**config.mk**
```make
export PLATFORM = sky130hd
export DESIGN_NAME = dual_deque_arbiter
export DESIGN_NICKNAME = d
export VERILOG_FILES = /design/src/rtl/dual_deque_arbiter_pkg.sv /design/src/rtl/dual_deque_arbiter_rr_arbiter2.sv /design/src/rtl/dual_deque_arbiter.sv
export SDC_FILE = /design/constraint.sdc
export NUM_CORES = 1
export LEC_CHECK = 0
export BUFFER_PORTS_ARGS = -buffer_cell sky130_fd_sc_hd__buf_2
export CAP_MARGIN = 30
export CORE_MARGIN = 3
export CORE_UTILIZATION = 50
export CTS_CLUSTER_DIAMETER = 150
export CTS_CLUSTER_SIZE = 8
export DETAILED_ROUTE_END_ITERATION = 10
export GPL_TIMING_DRIVEN = 0
export MAX_ROUTING_LAYER = met4
export PLACE_DENSITY = 0.9
export RECOVER_POWER = 50
export SLEW_MARGIN = 25
export SYNTH_ARGS = -nofsm -noshare
export SYNTH_HDL_FRONTEND = slang
export SYNTH_HIERARCHICAL = 1
export SYNTH_SLANG_ARGS = --single-unit
```
**constraint.sdc**
```tcl
create_clock -name clk -period 4.85 [get_ports clk]
set_input_delay 0.7275 -clock clk [delete_from_list [all_inputs] [get_ports clk]]
set_output_delay 0.7275 -clock clk [all_outputs]
set_load 0.01 [all_outputs]
```
**src/rtl/dual_deque_arbiter_pkg.sv**
```systemverilog
// Shared encodings for the dual_deque request arbiter: operation codes,
// requester indices, FSM state type and the status rejection rule.
package dual_deque_arbiter_pkg;

    localparam logic OP_PUSH = 1'b0;
    localparam logic OP_POP  = 1'b1;

    localparam logic REQ_A = 1'b0;
    localparam logic REQ_B = 1'b1;

    typedef enum logic [1:0] {
        ST_IDLE  = 2'd0,
        ST_ISSUE = 2'd1,
        ST_WAIT  = 2'd2,
        ST_DONE  = 2'd3
    } state_t;

    // A pop from an empty deque or a push to a full one is refused.
    function automatic logic op_rejected(input logic pop, input logic empty, input logic full);
        return (pop == OP_POP) ? empty : full;
    endfunction

endpackage

```
**src/rtl/dual_deque_arbiter_rr_arbiter2.sv**
```systemverilog
// Two-way round-robin grant; the pointer remembers the last requester served
// and only advances when the owning FSM reports a completed operation.
module rr_arbiter2
    import dual_deque_arbiter_pkg::*;
(
    input  logic clk,
    input  logic rst_n,
    input  logic req_a,
    input  logic req_b,
    input  logic update,
    input  logic granted,
    output logic grant_valid,
    output logic grant
);

    logic last_grant;

    // Reset as if B was served last so A has priority.
    always_ff @(posedge clk or negedge rst_n) begin
        if (!rst_n) begin
            last_grant <= REQ_B;
        end else if (update) begin
            last_grant <= granted;
        end
    end

    always_comb begin
        grant_valid = req_a | req_b;
        if (req_a && req_b) begin
            grant = ~last_grant;
        end else if (req_b) begin
            grant = REQ_B;
        end else begin
            grant = REQ_A;
        end
    end

endmodule

```
**src/rtl/dual_deque_arbiter.sv**
```systemverilog
// Two-requester front end for dual_deque: round-robin arbitration, one push/pop
// strobe per accepted command, and registered ack/err/rdata back to the winner.
module dual_deque_arbiter
    import dual_deque_arbiter_pkg::*;
#(
    parameter int unsigned POP_LATENCY = 1,
    parameter int unsigned ERR_CNT_W   = 8
) (
    input  logic                 clk,
    input  logic                 rst_n,
    input  logic                 a_req,
    input  logic                 a_pop,
    input  logic                 a_deque,
    input  logic                 a_end,
    input  logic [7:0]           a_wdata,
    output logic                 a_ack,
    output logic                 a_err,
    output logic [7:0]           a_rdata,
    input  logic                 b_req,
    input  logic                 b_pop,
    input  logic                 b_deque,
    input  logic                 b_end,
    input  logic [7:0]           b_wdata,
    output logic                 b_ack,
    output logic                 b_err,
    output logic [7:0]           b_rdata,
    output logic                 dq_deque_select,
    output logic                 dq_end_select,
    output logic                 dq_push,
    output logic                 dq_pop,
    output logic [7:0]           dq_data_in,
    input  logic [7:0]           dq_data_out,
    input  logic                 d0_empty,
    input  logic                 d0_full,
    input  logic                 d1_empty,
    input  logic                 d1_full,
    output logic [ERR_CNT_W-1:0] err_count
);

    localparam logic [1:0] WAIT_LAST = 2'((POP_LATENCY >= 2) ? POP_LATENCY - 2 : 0);

    state_t     state;
    logic       winner;
    logic       op_pop;
    logic [1:0] wait_cnt;

    logic       grant_valid;
    logic       grant;
    logic       sel_pop;
    logic       sel_deque;
    logic       sel_end;
    logic [7:0] sel_wdata;
    logic       sel_reject;
    logic       reject_now;
    logic       finish_ok;
    logic       capture;
    logic       ack_now;
    logic       ack_who;

    rr_arbiter2 u_rr (
        .clk         (clk),
        .rst_n       (rst_n),
        .req_a       (a_req),
        .req_b       (b_req),
        .update      (state == ST_DONE),
        .granted     (winner),
        .grant_valid (grant_valid),
        .grant       (grant)
    );

    always_comb begin
        sel_pop    = (grant == REQ_B) ? b_pop   : a_pop;
        sel_deque  = (grant == REQ_B) ? b_deque : a_deque;
        sel_end    = (grant == REQ_B) ? b_end   : a_end;
        sel_wdata  = (grant == REQ_B) ? b_wdata : a_wdata;
        sel_reject = sel_deque ? op_rejected(sel_pop, d1_empty, d1_full)
                               : op_rejected(sel_pop, d0_empty, d0_full);
        reject_now = (state == ST_IDLE) && grant_valid && sel_reject;
        // Successful completion is the edge that enters DONE; pops sample data there.
        finish_ok  = ((state == ST_ISSUE) && ((op_pop == OP_PUSH) || (POP_LATENCY == 1))) ||
                     ((state == ST_WAIT) && (wait_cnt == WAIT_LAST));
        capture    = finish_ok && (op_pop == OP_POP);
        ack_now    = finish_ok || reject_now;
        ack_who    = reject_now ? grant : winner;
    end

    always_ff @(posedge clk or negedge rst_n) begin
        if (!rst_n) begin
            state           <= ST_IDLE;
            winner          <= REQ_A;
            op_pop          <= OP_PUSH;
            wait_cnt        <= '0;
            a_ack           <= 1'b0;
            a_err           <= 1'b0;
            a_rdata         <= '0;
            b_ack           <= 1'b0;
            b_err           <= 1'b0;
            b_rdata         <= '0;
            dq_deque_select <= 1'b0;
            dq_end_select   <= 1'b0;
            dq_push         <= 1'b0;
            dq_pop          <= 1'b0;
            dq_data_in      <= '0;
            err_count       <= '0;
        end else begin
            a_ack   <= ack_now && (ack_who == REQ_A);
            b_ack   <= ack_now && (ack_who == REQ_B);
            a_err   <= reject_now && (grant == REQ_A);
            b_err   <= reject_now && (grant == REQ_B);
            dq_push <= 1'b0;
            dq_pop  <= 1'b0;

            if (capture && (winner == REQ_A)) a_rdata <= dq_data_out;
            if (capture && (winner == REQ_B)) b_rdata <= dq_data_out;
            if (reject_now && (err_count != '1)) err_count <= err_count + 1'b1;

            case (state)
                ST_IDLE: begin
                    if (grant_valid) begin
                        winner <= grant;
                        op_pop <= sel_pop;
                        if (sel_reject) begin
                            state <= ST_DONE;
                        end else begin
                            state           <= ST_ISSUE;
                            dq_deque_select <= sel_deque;
                            dq_end_select   <= sel_end;
                            dq_data_in      <= sel_wdata;
                            dq_push         <= (sel_pop == OP_PUSH);
                            dq_pop          <= (sel_pop == OP_POP);
                        end
                    end
                end
                ST_ISSUE: begin
                    wait_cnt <= '0;
                    state    <= finish_ok ? ST_DONE : ST_WAIT;
                end
                ST_WAIT: begin
                    if (finish_ok) state <= ST_DONE;
                    else           wait_cnt <= wait_cnt + 1'b1;
                end
                ST_DONE: begin
                    state <= ST_IDLE;
                end
                default: begin
                    state <= ST_IDLE;
                end
            endcase
        end
    end

endmodule
```
==> results by group, run 1 <==
Floorplan
  – Core Area: 4410 sq um
  – Top-level port count: 78
  – Die Footprint: 5500 sq um
  – Width of the die: 74.2 um
  – Die height: 74.2 um
  – Initial Util: 0.526
  – Num rows: 24

Clocking
  – Clock Sinks: 47
  – Clock Path Buffers: 2
  – Clk root buf: clkbuf_8
  – Clock transition at path regs: 90 ps
  – Setup bufs post-CTS: 0
  – Skew-Pair Late Insertion Delay: 300 ps
  – TritonCTS buffer count: 5
  – TritonCTS clock tree: yes
  – CTS resizes: 0
  – Hold-fix buffers, CTS: 0
  – H-tree depth: 2

Place
  – Gp weighted congestion: 0.825
  – Port bufs: 77
  – DPL Wire Length: 3750 um

Synth
  – Synth Area in Compound Gates: 0.132
  – Post-Synth Simple-Gate Area: 0.106
  – Syn Inst Count: 194
  – Yosys cell types: 41
  – Top_reg_cell synth: dfrtp_1
  – Main combinational cell family by area after synthesis: multiplexers
  – Avg Cell Area, Syn: 12.0 sq um
  – Syn nets: 240
  – YS warnings: 6
  – Xor and xnor fraction of the mapped netlist area: 0.0113
  – Seq cells post-synth: 47
  – Register area share after synthesis: 0.507
  – Asr flop ratio synth: 1.00
  – EDFF count, synth: 0
  – Post-Synth Adder-Cell Area: 0.0431
  – Mux contribution to synthesized area: 0.171
  – Post-Syn Area: 2320 sq um

Global routing
  – Pin count of the biggest net entering global routing: 25
  – Vias in the first global route: 1,682
  – First-pass GRT wire length: 7600 um
  – Initial antenna violation count: 0
  – GRT Overall Usage: 0.188
  – Grt ovf: 0

STA
  – RSZ-0062 raised after global routing: false
  – Fin. Hold Viols: 0
  – FMAX: 395 MHz
  – Setup TNS: 0 ps
  – Final period util: 0.522
  – Setup-failing EPs final: 0
  – Final min period: 2530 ps
  – Slew @ Worst Pin: 1280 ps
  – Hold_ws: 494 ps
  – Clock skew: 6.54 ps
  – Final max-slew violation count: 0
  – Slew Limit Headroom: 0.147

Power
  – Pleak: 1.35 nW
  – Peak VDD IR: 0.315 mV
  – Overall power: 1.54 mW
  – PwrDens: 538 nW/um^2

Critical path
  – R2r setup slk: 2460 ps
  – Crit path capture type: flop
  – Critical Path AT: 2720 ps
  – CP Max Fanout: 10
  – Worst setup SP type: input pin
  – Critical path class: in2reg
  – CP Data Required Time: 5040 ps
  – Crit path cell chain: buf_2, a21boi_0, mux2i_2, nor2b_1, o21ai_4, and3_1, mux2_1
  – Critical-path top delay cell: mux2i_2
  – CP peak stage delay: 480 ps
  – R2R depth: 6

Detailed routing
  – Avg WL per Cell: 14.6 um
  – M1 WL: 2140 um
  – Starting DRC count in detailed routing: 55
  – DR vias: 1,807
  – Vias/cell: 5.44
  – Top layer reached by signal wires: met4
  – DRC: 0
  – WL met3: 392 um
  – Final wirelength: 4860 um
  – Post-route ant nets: 0
  – Met2 WL: 2280 um
  – First drt pass iteration count: 4

Outcome
  – Status: completed

Layout
  – Most common cell after layout, fill and taps aside: buf_2
  – Layout cells sized above 1: 0.368
  – Most frequent cells in the layout: buf_2, dfrtp_1, mux2_2, clkbuf_1, a21oi_1
  – Area grow syn2layout: 23.5%
  – Antenna fix cells: 0
  – Filler cell count: 343
  – Fin nets: 325

Hold path
  – Worst Hold Depth: 1
  – Hold crit path type: reg2reg

Run
  – Max-cap viol count: 0
[critical path: cells and delay by family]
| kind | cells | cell delay (ps) |
|---|---|---|
| compound gates | 2 | 690 |
| buf+inv | 1 | 100 |
| mux | 2 | 810 |
| simple gates | 2 | 390 |
[path summary, 6_finish.rpt]
check | from | to
setup / recovery | a_req | dq_deque_select
max in group asynchronous | rst_n | op_pop
hold / removal | dq_deque_select | dq_deque_select
min in group asynchronous | rst_n | winner
setup reg to reg | u_rr/last_grant | dq_deque_select
hold reg to reg | dq_deque_select | dq_deque_select
[routing by layer]
metal,vias to the layer above,track usage
met3,5,0.0514
met5,-,-
met4,0,0.0644
li1,863,-
met2,71,0.298
met1,868,0.233
[power by group]
group          internal (mW)  total [mW]  switching [mW]
sequential             0.552       0.645          0.0929
combinational          0.280       0.608           0.328
clock                  0.156       0.291           0.135
[synth_stat cells, types with 2 or more instances]
cell type  count  area (sq um)
dfrtp_1       46          1150
nand3_1        3          15.0
clkbuf_1       2          7.51
nand4_1        2          12.5
and3_1         4          25.0
a31oi_1        9          56.3
and2_1         4          25.0
nor2b_1        6          37.5
nand2_1       12          45.0
nor2_2         2          12.5
xor2_1         3          26.3
o21ai_0        4          20.0
inv_1          9          33.8
a21oi_1       15          75.1
or2_2          2          12.5
ha_1           8           100
nand2b_1       3          18.8
mux2_1         3          33.8
nor2_1         3          11.3
a211oi_1       4          30.0
mux2i_1       11           110
mux2_2        20           225
[layout make-up]
type | instances | area, sq um | share of cell area
well taps | 52 | 65.1 | 0.0227
multi-input cells | 132 | 1070 | 0.374
plain buffers | 6 | 35.0 | 0.0122
flip-flops and latches | 47 | 1180 | 0.410
repair buffers | 78 | 368 | 0.128
clock inverters | 3 | 47.5 | 0.0166
inverters | 9 | 33.8 | 0.0118
clock buffers | 5 | 68.8 | 0.0240
[cell families after synthesis]
logic type | count (synthesis)
flops | 47
simple gates | 44
compound gates | 41
mux | 36
buf+inv | 15
fa+ha+maj | 8
xor+xnor | 3
[registers in the layout (all words and copies together) (netlist names)]
register,cells
winner,1
dq_pop,1
b_err,1
a_ack,1
b_ack,1
a_rdata,8
wait_cnt,2
dq_data_in,8
state,2
a_err,1
dq_push,1
b_rdata,8
op_pop,1
dq_deque_select,1
u_rr/last_grant,1
dq_end_select,1
err_count,8
[stage by stage]
| step | area [sq um] | setup slack [ps] | std cells | utilization |
|---|---|---|---|---|
| 2_1_floorplan | 2320 | 2340 | 194 | - |
| 3_3_place_gp | 2770 | 2040 | 323 | 0.628 |
| 3_5_place_dp | 2800 | 2010 | 324 | 0.635 |
| 4_1_cts | 2920 | 2330 | 332 | 0.661 |
| 5_1_grt | 2870 | 2040 | 332 | 0.650 |
| 6_report | 2870 | 2320 | 332 | 0.650 |
Power figures use the tool's default switching activity.
==> run 2, diff against run 1 <==
CORE_UTILIZATION = 45   (was 50)
PLACE_DENSITY = 0.86   (was 0.9)
clock period = 2.15 ns   (was 4.85 ns; I/O delays follow)
==> run 2 against run 1 <==
Compared with the run above: final area is 2.1% higher; flip-flop and latch count stayed put; clock power grew 130%; register-to-register slack got worse by 2400 ps; critical path type is now reg2reg; routed wire length increased by 7.0%; combinational power rose by 130%; clock-buffer cell count unchanged; total power increased by 130%; setup slack got worse by 2200 ps.
==> results by group, run 2 (same netlist as run 1, synthesis figures left out) <==
Layout
  – Area grow syn2layout: 26.1%
  – Layout cells sized above 1: 0.382 (+0.0138)
  – Most frequent cells in the layout: buf_2, dfrtp_1, mux2_2, clkbuf_1, a21oi_1
  – Antenna fix cells: 0 (unchanged)
  – Filler cell count: 401 (+17%)
  – Most common cell after layout, fill and taps aside: buf_2
  – Final Cell Area: 2930 sq um (+2.1%)
  – Fin nets: 328 (+0.92%)

Detailed routing
  – WL met3: 379 um (-3.3%)
  – DRC: 0 (unchanged)
  – Avg WL per Cell: 14.9 um (+1.5%)
  – Final wirelength: 5200 um (+7.0%)
  – Post-route ant nets: 0 (unchanged)
  – Starting DRC count in detailed routing: 62 (+13%)
  – M1 WL: 2180 um (+2.1%)
  – Met2 WL: 2570 um (+12%)
  – Top layer reached by signal wires: met4
  – Vias/cell: 5.25 (-3.6%)
  – First drt pass iteration count: 4 (unchanged)
  – DR vias: 1,837 (+1.7%)

Global routing
  – Grt ovf: 0 (unchanged)
  – First-pass GRT wire length: 8620 um (+13%)
  – Initial antenna violation count: 0 (unchanged)
  – GRT Overall Usage: 0.181 (-0.00694)
  – Vias in the first global route: 1,840 (+9.4%)
  – Pin count of the biggest net entering global routing: 26 (+4.0%)

Outcome
  – Status: completed

Critical path
  – Critical path class: reg2reg
  – R2r setup slk: 80 ps (-2380 ps)
  – CP Data Required Time: 2340 ps (-2700 ps)
  – CP Max Fanout: 10 (unchanged)
  – Crit path capture type: flop
  – Worst setup SP type: flop
  – Critical Path AT: 2260 ps (-460 ps)

Clocking
  – H-tree depth: 2 (unchanged)
  – Clock Path Buffers: 2 (unchanged)
  – Clock transition at path regs: 100 ps (about the same)
  – TritonCTS clock tree: yes
  – Clk root buf: clkbuf_8
  – Clock Sinks: 47 (unchanged)
  – Skew-Pair Late Insertion Delay: 300 ps (about the same)
  – TritonCTS buffer count: 5 (unchanged)

STA
  – FMAX: 483 MHz
  – Setup TNS: 0 ps (unchanged)
  – Final max-slew violation count: 0 (unchanged)
  – Final period util: 0.963
  – Clock skew: 10.5 ps (+3.99 ps)
  – Setup-failing EPs final: 0 (unchanged)
  – Slew Limit Headroom: 0.203 (+0.0561)
  – Slew @ Worst Pin: 1190 ps (-84.2 ps)
  – Final min period: 2070 ps
  – Fin. Hold Viols: 0 (unchanged)

Floorplan
  – Num rows: 25 (+4.2%)
  – Width of the die: 77.9 um (+5.0%)
  – Top-level port count: 78 (unchanged)
  – Core Area: 4850 sq um (+9.8%)
  – Die Footprint: 6060 sq um (+10%)
  – Die height: 77.9 um (+5.0%)
  – Initial Util: 0.479 (-0.0471)

Power
  – Pleak: 1.36 nW (+1.4%)
  – PwrDens: 1210 nW/um^2 (+130%)
  – Peak VDD IR: 0.585 mV (+86%)

Place
  – Port bufs: 77 (unchanged)
  – Gp weighted congestion: 0.790 (-4.3%)
  – DPL Wire Length: 3840 um (+2.4%)
  – Placed Instance Area: 2810 sq um (+0.40%)

Hold path
  – Hold crit path type: in2async

Run
  – Max-cap viol count: 0 (unchanged)
==> run 2: cell count changes in the layout (fill, tap and decap cells not counted) <==
cell	change
a21oi_1	-1
nor2_2	-1
a21oi_2	+1
a21boi_4	+1
buf_4	+3
clkinv_4	-1
a21boi_0	-1
nor2_4	+1
clkbuf_2	+2
buf_2	-2
clkinvlp_4	+1
==> run 2: repair_timing <==
action | CTS | global route
pin swaps | 0 | 2
buffers inserted | 2 | 1
hold buffers | 0 | 0
resized for setup | 2 | 5
setup endpoints to repair | 25 | 9
==> run 2: layer usage <==
layer	vias to the layer above	GRT usage
met5	-	-
met4	0	0.0552
met3	8	0.0406
met2	78	0.303
met1	884	0.219
li1	867	-
==> run 2: cell type report <==
cell class / count / area [sq um] / share of cell area
buffer: 6 / 36.3 / 0.0124
tap: 67 / 83.8 / 0.0286
clock inverter: 3 / 46.3 / 0.0158
clock buffer: 5 / 68.8 / 0.0235
multi-input combinational: 132 / 1090 / 0.373
inverter: 9 / 33.8 / 0.0115
sequential: 47 / 1180 / 0.402
timing repair buffer: 81 / 389 / 0.133
==> run 2: power breakdown <==
group          switching [mW]  total [mW]  internal, mW
clock network           0.315       0.666         0.350
registers               0.227        1.47          1.25
logic                   0.765        1.41         0.641
==> run 2: per-stage QoR <==
| step | utilization | total power, mW | cells | hold slack, ps | setup WS [ps] |
|---|---|---|---|---|---|
| CTS | 0.608 | 3.60 | 349 | 4.94 | 30.6 |
| global placement | 0.576 | 2.83 | 338 | 465 | -312 |
| floorplan | - | 2.36 | 194 | 26.9 | 22.2 |
| detailed placement | 0.580 | 2.91 | 339 | 333 | -358 |
| finish | 0.604 | 3.55 | 350 | 239 | 79.1 |
| global route | 0.604 | 3.76 | 350 | 254 | -0.832 |
==> run 2: critical path: stages, from the launching register on <==
cell and delay (ps):
dfstp_2 570, a21boi_4 80, buf_6 150, nor2_2 150, a32oi_4 90, o21ai_4 330
and3_1 260, mux2_1 340
==> run 2: final timing paths <==
check	endpoint	start	cells past startpoint
min in group clk	b_rdata[5]	dq_data_out[5]	2
min	err_count[4]	rst_n	1
max	dq_deque_select	u_rr/last_grant	7
max reg2reg	dq_deque_select	u_rr/last_grant	7
min reg2reg	wait_cnt[1]	wait_cnt[1]	2
max in group asynchronous	winner	rst_n	2
